**config.mk**
```make
export PLATFORM = sky130hd
export DESIGN_NAME = cordic_engine
export DESIGN_NICKNAME = d
export VERILOG_FILES = /design/src/rtl/cordic_pkg.sv /design/src/rtl/cordic_atan_rom.sv /design/src/rtl/cordic_engine.sv
export SDC_FILE = /design/constraint.sdc
export NUM_CORES = 1
export LEC_CHECK = 0
export BUFFER_PORTS_ARGS = -buffer_cell sky130_fd_sc_hd__buf_2
export CORE_UTILIZATION = 24
export DETAILED_ROUTE_END_ITERATION = 6
export GPL_TIMING_DRIVEN = 0
export SLEW_MARGIN = 20
export SYNTH_ARGS = -nofsm -noshare
export SYNTH_HDL_FRONTEND = slang
export SYNTH_SLANG_ARGS = --single-unit
export TNS_END_PERCENT = 1
```
**constraint.sdc**
```tcl
create_clock -name clock -period 6.25 [get_ports clock]
set_input_delay 1.5625 -clock clock [delete_from_list [all_inputs] [get_ports clock]]
set_output_delay 1.5625 -clock clock [all_outputs]
set_load 0.005 [all_outputs]
```
**src/rtl/cordic_pkg.sv**
```systemverilog
// Shared constants for the iterative CORDIC engine: arctangent table, mode codes,
// FSM encoding and the unscaled CORDIC gain.
package cordic_pkg;

  typedef enum logic [1:0] {
    ST_IDLE = 2'd0,
    ST_ITER = 2'd1,
    ST_HOLD = 2'd2
  } cordic_state_e;

  localparam logic MODE_ROT = 1'b0;
  localparam logic MODE_VEC = 1'b1;

  // Asymptotic gain of the micro-rotation sequence; results are not divided by it.
  localparam real CORDIC_K = 1.6467602581210656;

  // atan(2^-i) in units of 2^-32 turn, rounded to nearest.
  localparam logic [31:0] ATAN_TABLE [0:31] = '{
    32'h2000_0000, 32'h12E4_051E, 32'h09FB_385B, 32'h0511_11D4,
    32'h028B_0D43, 32'h0145_D7E1, 32'h00A2_F61E, 32'h0051_7C55,
    32'h0028_BE53, 32'h0014_5F2F, 32'h000A_2F98, 32'h0005_17CC,
    32'h0002_8BE6, 32'h0001_45F3, 32'h0000_A2FA, 32'h0000_517D,
    32'h0000_28BE, 32'h0000_145F, 32'h0000_0A30, 32'h0000_0518,
    32'h0000_028C, 32'h0000_0146, 32'h0000_00A3, 32'h0000_0051,
    32'h0000_0029, 32'h0000_0014, 32'h0000_000A, 32'h0000_0005,
    32'h0000_0003, 32'h0000_0001, 32'h0000_0001, 32'h0000_0000
  };

endpackage

```
**src/rtl/cordic_atan_rom.sv**
```systemverilog
// Combinational arctangent lookup, rescaled from the 32-bit full-turn table to Z_W bits
// with round-to-nearest.
module cordic_atan_rom
  import cordic_pkg::*;
#(
  parameter int Z_W   = 32,
  parameter int IDX_W = 5
) (
  input  logic [IDX_W-1:0] i_idx,
  output logic [Z_W-1:0]   o_atan
);

  localparam int          SH  = 32 - Z_W;
  localparam logic [32:0] RND = (33'd1 << SH) >> 1;

  assign o_atan = Z_W'(({1'b0, ATAN_TABLE[i_idx]} + RND) >> SH);

endmodule

```
**src/rtl/cordic_engine.sv**
```systemverilog
// Iterative CORDIC: quadrant pre-rotation on accept, one micro-rotation per cycle,
// then a saturating output register held under a valid/ready handshake.
module cordic_engine
  import cordic_pkg::*;
#(
  parameter int XY_W = 16,
  parameter int Z_W  = 32,
  parameter int ITER = 16
) (
  input  logic                   clock,
  input  logic                   reset,
  input  logic                   in_valid,
  output logic                   in_ready,
  input  logic                   mode,
  input  logic signed [XY_W-1:0] xstart,
  input  logic signed [XY_W-1:0] ystart,
  input  logic [Z_W-1:0]         zangle,
  output logic                   out_valid,
  input  logic                   out_ready,
  output logic signed [XY_W-1:0] xout,
  output logic signed [XY_W-1:0] yout,
  output logic [Z_W-1:0]         zout,
  output logic                   done
);

  localparam int IW    = XY_W + 2;
  localparam int CNT_W = $clog2(ITER + 1);

  cordic_state_e r_state, w_state_nxt;

  logic [CNT_W-1:0]       r_i;
  logic                   r_mode;
  logic signed [IW-1:0]   r_x, r_y;
  logic [Z_W-1:0]         r_z;
  logic signed [XY_W-1:0] r_xout, r_yout;
  logic [Z_W-1:0]         r_zout;

  logic signed [IW-1:0]   w_x_ext, w_y_ext, w_x_pre, w_y_pre, w_x_sh, w_y_sh;
  logic [Z_W-1:0]         w_z_pre, w_atan;
  logic                   w_neg, w_accept, w_last, w_d_pos;

  function automatic logic signed [XY_W-1:0] sat_xy(input logic signed [IW-1:0] v);
    logic [2:0] top;
    top = v[IW-1:XY_W-1];
    if ((&top) || (~|top))
      return v[XY_W-1:0];
    else if (v[IW-1])
      return {1'b1, {(XY_W-1){1'b0}}};
    else
      return {1'b0, {(XY_W-1){1'b1}}};
  endfunction

  assign in_ready  = !reset && (r_state == ST_IDLE);
  assign out_valid = !reset && (r_state == ST_HOLD);
  assign done      = out_valid && out_ready;
  assign w_accept  = in_valid && in_ready;
  assign w_last    = (r_i == CNT_W'(ITER));

  assign xout = r_xout;
  assign yout = r_yout;
  assign zout = r_zout;

  // Pre-rotation folds the operand into the right half-plane so the +-99.9 deg
  // convergence range of the micro-rotations covers the full circle.
  assign w_x_ext = {{2{xstart[XY_W-1]}}, xstart};
  assign w_y_ext = {{2{ystart[XY_W-1]}}, ystart};

  always_comb begin
    w_neg   = 1'b0;
    w_z_pre = zangle;
    if (mode == MODE_VEC) begin
      w_neg   = xstart[XY_W-1];
      w_z_pre = w_neg ? {1'b1, {(Z_W-1){1'b0}}} : '0;
    end else begin
      w_neg   = zangle[Z_W-1] ^ zangle[Z_W-2];
      w_z_pre = w_neg ? {~zangle[Z_W-1], zangle[Z_W-2:0]} : zangle;
    end
    w_x_pre = w_neg ? -w_x_ext : w_x_ext;
    w_y_pre = w_neg ? -w_y_ext : w_y_ext;
  end

  cordic_atan_rom #(
    .Z_W   (Z_W),
    .IDX_W (CNT_W)
  ) u_atan_rom (
    .i_idx  (r_i),
    .o_atan (w_atan)
  );

  assign w_x_sh  = r_x >>> r_i;
  assign w_y_sh  = r_y >>> r_i;
  assign w_d_pos = (r_mode == MODE_ROT) ? ~r_z[Z_W-1] : r_y[IW-1];

  // Datapath registers: loaded on accept, then one micro-rotation per ITER cycle.
  always_ff @(posedge clock) begin
    if (w_accept) begin
      r_x    <= w_x_pre;
      r_y    <= w_y_pre;
      r_z    <= w_z_pre;
      r_mode <= mode;
    end else if ((r_state == ST_ITER) && !w_last) begin
      if (w_d_pos) begin
        r_x <= r_x - w_y_sh;
        r_y <= r_y + w_x_sh;
        r_z <= r_z - w_atan;
      end else begin
        r_x <= r_x + w_y_sh;
        r_y <= r_y - w_x_sh;
        r_z <= r_z + w_atan;
      end
    end
  end

  always_comb begin
    w_state_nxt = r_state;
    case (r_state)
      ST_IDLE: if (w_accept)  w_state_nxt = ST_ITER;
      ST_ITER: if (w_last)    w_state_nxt = ST_HOLD;
      ST_HOLD: if (out_ready) w_state_nxt = ST_IDLE;
      default:                w_state_nxt = ST_IDLE;
    endcase
  end

  // Control and output registers; the extra ITER cycle with r_i == ITER is the
  // saturation stage feeding the held result.
  always_ff @(posedge clock) begin
    if (reset) begin
      r_state <= ST_IDLE;
      r_i     <= '0;
      r_xout  <= '0;
      r_yout  <= '0;
      r_zout  <= '0;
    end else begin
      r_state <= w_state_nxt;
      if (w_accept)
        r_i <= '0;
      else if ((r_state == ST_ITER) && !w_last)
        r_i <= r_i + 1'b1;
      if ((r_state == ST_ITER) && w_last) begin
        r_xout <= sat_xy(r_x);
        r_yout <= sat_xy(r_y);
        r_zout <= r_z;
      end
    end
  end

endmodule

```
======== Word-level counts from Yosys, hierarchy flattened ========
Memories as Yosys holds them, arrays and structs flattened.
Index checks and enable logic that the tools add are counted.
word-level totals
  output and inout port bits .............. 67
  input port bits ......................... 69
  bits in registers ....................... 140
  ROM bits ................................ 1,024
  memories kept ........................... 1
memory list
  memory            depth  width  read ports  clocked after memory_dff  wr ports  line                   source
  (name not given)  32     32     1           0                         0         cordic_atan_rom.sv:16  assign o_atan = Z_W'(({1'b0, ATAN_TABLE[i_idx]} + RND) >> SH);
cells by class
  mux-type cells .......................... 26
  shifts and indexed selects .............. 2
  magnitude comparators ................... 1
  add/sub/neg operators ................... 9
  reduce and logical (&&, ||, !) cells .... 20
  bitwise operators ....................... 4
  equal/unequal tests ..................... 6
operators by type and width
  cell                                                              count
  32-bit two-way mux                                                8
  18-bit two-way mux                                                8
  16-bit two-way mux                                                4
  18-bit adder                                                      2
  16-bit negator with 18-bit output                                 2
  18-bit by 5-bit >>> shifter with 18-bit output                    2
  18-bit subtractor                                                 2
  32-bit adder                                                      1
  32-bit subtractor                                                 1
  3-bit AND reduction                                               3
  6-bit greater-or-equal comparator (second input constant)         1
  1-bit logical AND                                                 6
  2-bit two-way mux                                                 3
  2-bit != test (second input constant)                             3
  5-bit NOT with 6-bit output                                       1
  2-bit case mux with 3 select lines                                1
  3-bit OR reduction                                                2
  5-bit by 1-bit adder with 5-bit output (second input constant)    1
  5-bit == test (second input constant)                             1
  1-bit zero test                                                   4
  2-bit by 1-bit == test with 1-bit output (second input constant)  1
  2-bit == test (second input constant)                             1
  2-bit zero test                                                   1
  1-bit logical OR                                                  2
  5 further kinds                                                   7

======== Depth between registers and ports, before layout ========
  depth after elaboration ................. 8
  depth in mapped cells ................... 25
  gate-level depth less buffers ........... 21

======== Modules after synthesis ========
From an unflattened synthesis, not the netlist that was laid out.
unflattened totals
  cells, all modules ...................... 1,702
  area, all modules ....................... 13,730.7 µm²
modules (own cells, without submodules)
  module           cells each  sequential area each (µm²)  times used  area each (µm²)
  cordic_engine    1,536       3,493.4                     1           12,654.6
  cordic_atan_rom  166         0.0                         1           1,076.0

======== Worst setup path before layout ========
No wires, ideal clock.
  path type ............................... register to register
  from .................................... register r_i[1]
  to ...................................... register r_z[31] (data pin)
  buffers on the path ..................... 2
  stages on the path, launching flop included .. 24
  period minus slack after synthesis ...... 6,332 ps
  data required time ...................... 5,978 ps
  slack ................................... -82 ps
  data arrival time ....................... 6,060 ps
  path through ............................ dfxtp_1 > buf_2 > buf_2 > inv_1 > ha_1 > nand2b_1 > and2_1 > mux4_2 > ha_1 > nand3_2 > or2_1 > or4_4 > or4_4 > nand2_4 > xor2_1 > ha_1 > a21o_1 > a221o_1 > nand2_1 > o2111a_1 > nor2_1 > a2111oi_0 > nor4_1 > or4b_1
on the way
  longest elaborated chain between the ends .. 8
  elaborated cells on any way between the ends .. 9
  those cells by class .................... add/sub (2); mux (5); bitwise (1); memory (1)
RTL lines
  item                                                        line                                        source
  start, declared                                             cordic_engine.sv:31                         logic [CNT_W-1:0] r_i;
  start signal, assigned                                      cordic_engine.sv:138                        r_i <= r_i + 1'b1;
  5-bit NOT with 6-bit output (implied by the code) (*)       cordic_atan_rom.sv:16
  memory 32 x 32 bit (*)                                      -
  32-bit two-way mux (implied by the code) (*) (2 in series)  cordic_atan_rom.sv:16
  32-bit adder or 32-bit subtractor (tied branches)           cordic_engine.sv:109, cordic_engine.sv:105
  32-bit two-way mux (*)                                      cordic_engine.sv:102                        if (w_d_pos) begin
  32-bit two-way mux (*)                                      cordic_engine.sv:101                        end else if ((r_state == ST_ITER) && !w_last) begin
  32-bit two-way mux (*)                                      cordic_engine.sv:96                         if (w_accept) begin
  end signal, assigned                                        cordic_engine.sv:99                         r_z <= w_z_pre;
  end signal, assigned                                        cordic_engine.sv:105                        r_z <= r_z - w_atan;
  end signal, assigned                                        cordic_engine.sv:109                        r_z <= r_z + w_atan;
  end, declared                                               cordic_engine.sv:34                         logic [Z_W-1:0] r_z;
Every way passes the cells marked *; elsewhere a longest branch is shown, timed or not. The select of a mux whose other input is x is not followed.
A chain may end at the register's enable or synchronous reset.

======== Worst setup path in the final report ========
  from .................................... register r_i[0]
  to ...................................... register r_z[31] (data pin)
The elaborated chain is that of the path after synthesis.

==> metrics.log <==
[metrics] switching part of the total power: 49.4%
[metrics] Post-Route WL: 57.6 mm
[metrics] yosys synthesis warning count: 0
[metrics] proportion of netlist area held by the largest area contributor: 15.4%
[metrics] prevailing post-synth register cell: dfxtp_1
[metrics] sum of negative setup slack: 0 ps
[metrics] clock latency on the worst-skew pair: 490 ps
[metrics] average cell area after synthesis: 8.08 µm²
[metrics] number of antenna violations at the first check in global routing: 0
[metrics] peak fanout along the critical path: 16
[metrics] most frequent standard cell in the layout excluding fill and tap cells: nand2_1
[metrics] post-layout worst setup margin: 164 ps
[metrics] clock root cell: clkbuf_16
[metrics] iteration count of the initial detailed-routing pass: 5
[metrics] worst min-delay path class: reg -> reg
[metrics] final routed DRC violation total: 0
[metrics] placement-stage worst setup slack: -1530 ps
[metrics] run status: complete, no violations
[metrics] internal power: 4810 µW
[metrics] Max Cap Violations: 0
[metrics] largest area contributor in the netlist: edfxtp_1
[metrics] number of enable-type register cells in the synthesized netlist: 69
[metrics] count of inserted antenna diode cells: 0
[metrics] number of port buffers: 133
[metrics] launching element type of the critical path: flip-flop
[metrics] post-route antenna net violation count: 0
[metrics] Post-Layout Cell Count: 2581
[metrics] placed wire-length estimate: 45.8 mm
[metrics] count of routing violations after the opening detailed-route iteration: 1053
[metrics] share of layout cells above drive strength 1: 17.0%
[metrics] die footprint: 57000 µm²
[metrics] via count of the first global-routing pass: 13364
[metrics] Slew headroom: 18.6%
[metrics] maximum number of pins on one net before global-route repair: 36
[metrics] #FFs+latches synth: 140
[metrics] worst clock skew: 16.7 ps
[metrics] overall die height: 239 µm
[metrics] total number of vias: 13726
[metrics] floorplan core area: 55200 µm²
[metrics] TritonCTS clock tree: done
[metrics] minimum clock period: 6090 ps
[metrics] synthesized instance count: 1663
[metrics] type of destination of the critical path: flip-flop
[metrics] ratio of final minimum period to clock period: 97.4%
[metrics] routability congestion estimate from global placement: 0.961
[metrics] worst-case clock buffer depth: 2
[metrics] via density per instance: 5.32
[metrics] commonest cells after routing, fill and taps aside: 222 x nand2_1, 201 x a21oi_1, 143 x buf_2
[metrics] wire length of the first global-routing pass: 85.2 mm
[metrics] Initial Utilization: 24.4%
[metrics] clock-pin slew of the registers on the worst-case setup and hold paths: 70 ps
[metrics] required time reported for the critical path endpoint: 6480 ps
[metrics] Slew Viols, Final: 0
[metrics] post-synth design cell area: 13400 µm²
[metrics] pwr/cell area: 596 nW/µm²
[metrics] Async SR Flop Fraction: 0%
[metrics] critical setup path kind: reg -> reg
[metrics] synthesized netlist net count: 1813
[metrics] power share of the clock group: 10.7%
[metrics] final hold viol count: 0
[metrics] placed cell count: 2545
[metrics] hold path cells: 2
[metrics] slew at the pin closest to its max-slew limit: 1210 ps
[metrics] worst hold margin: 450 ps
[metrics] switching component of the power: 4690 µW
[metrics] sum of overflow across all layers after global routing: 0
[metrics] sequential fraction of design power: 20.9%
[metrics] leakage power summed over all cells: 0.00605 µW
[metrics] unrepaired setup endpoints after global routing: yes
[metrics] combinational share of power: 68.4%
[metrics] worst r2r path cells: 23
[metrics] fillers: 5965
[metrics] Max Clock Freq: 164 MHz
[metrics] horizontal die dimension: 239 µm
[metrics] average wire length per cell after detail routing: 22.3 µm
[metrics] net count of the finished layout: 1970
[metrics] GRT Overall Usage: 20.3%
[metrics] share of the yosys chip area belonging to registers: 26.0%
[metrics] H-tree lvl count: 4
[metrics] number of distinct standard cells referenced by the synthesized netlist: 97
[metrics] total clock buffers created by CTS: 17
[metrics] final number of setup-violating endpoints: 0
[metrics] largest vdd supply drop: 227 µV
[metrics] hold bufs inserted after CTS: 0
[metrics] critical path data arrival time: 6320 ps
[metrics] top area cells in the synthesized netlist: edfxtp_1 15%, dfxtp_1 11%, a21oi_1 7.6%
[metrics] clk sinks: 140
[metrics] area growth from synthesis to final layout: 18.7%
[metrics] Site Rows: 86
[metrics] Top-Level Pins: 136
## final timing paths
check	to	slack (ps)	from
max	r_z[31]	160	r_i[0]
min	yout[9]	450	yout[9]
max reg2reg	r_z[31]	160	r_i[0]
min reg2reg	yout[9]	450	yout[9]
## routing by layer
metal | track usage, % | share of wire [%] | wire length [µm]
met1 | 26.0 | 44 | 25100
met3 | 3.70 | 6.0 | 3480
met5 | 0 | 0 | 0
met4 | 8.74 | 4.0 | 2310
met2 | 33.1 | 46 | 26700
## critical path: stages (launching register included)
cell and delay (ps):
dfxtp_4 370, buf_12 170, buf_12 170, inv_6 90, ha_1 230, buf_4 190, a21boi_2 170, mux4_2 320
ha_2 210, nand3_2 60, or2_1 250, or4_4 580, or4_4 480, nand2_8 140, xor2_4 200, ha_4 240
a21o_1 190, a221o_1 330, nand2_1 90, o2111a_1 240, nor2_2 90, a2111oi_4 360, nor4_1 100, or4b_1 520
## what timing repair did
action                     CTS  global route
pin swaps                    5             5
buffers inserted             4             4
resized for setup           41            35
setup endpoints to repair   22            10
## final cells by class
cell class	instances	area [µm²]	share of cell area (%)
clock buffer	21	462	2.89
tap	748	936	5.86
clock inverter	11	106	0.666
multi-input combinational	1373	9500	59.5
timing repair buffer	142	746	4.67
buffer	99	520	3.26
inverter	47	185	1.16
sequential	140	3500	21.9
## registers in the layout, indices dropped and copies added, names as in the netlist
register  cells
zout         32
r_state       2
yout         16
r_i           5
r_z          32
r_mode        1
xout         16
r_x          18
r_y          18
## metrics by stage
step | area, µm² | power, µW | util (%)
after detailed placement | 15100 | 8130 | 27.3
final | 16000 | 9510 | 28.9
after floorplan | 13400 | 6450 | -
after CTS | 15900 | 9320 | 28.7
after global routing | 16000 | 10200 | 28.9
after global placement | 15000 | 8050 | 27.3
## synthesized netlist by cell type (all sizes together), types with 8 or more instances
library cell and count:
and3 14, or3 14, buf 40, nand2b 26
nor2 117, xor2 62, nor3 38, nor3b 8
xnor2 67, a21oi 206, inv 47, or2 8
o21ai 140, nor2b 15, a211oi 15, ha 78
and2 9, mux4 41, o31ai 20, mux2i 24
clkbuf 63, o21a 10, dfxtp 71, nor4 8
a31oi 15, nand3 55, nand2 224, edfxtp 69
o22ai 12, a21o 20
## power by group through the flow
stage / sequential [µW] / clock [µW] / combinational, µW
2_1_floorplan: 1660 / 0 / 4790
3_3_place_gp: 1980 / 0 / 6060
3_5_place_dp: 1970 / 0 / 6160
4_1_cts: 1950 / 1050 / 6320
5_1_grt: 1980 / 1080 / 7180
6_report: 1990 / 1020 / 6500
## cell families after synthesis
logic type                 synth area share [%]
AOI/OAI and AO/OA                          24.3
xor gates and xnor gates                   8.40
adders and majority gates                  7.71
buffers and inverters                      4.78
DFF                                        26.0
muxes                                      9.16
and+or+nand+nor                            19.7
Power figures use the tool's default switching activity.
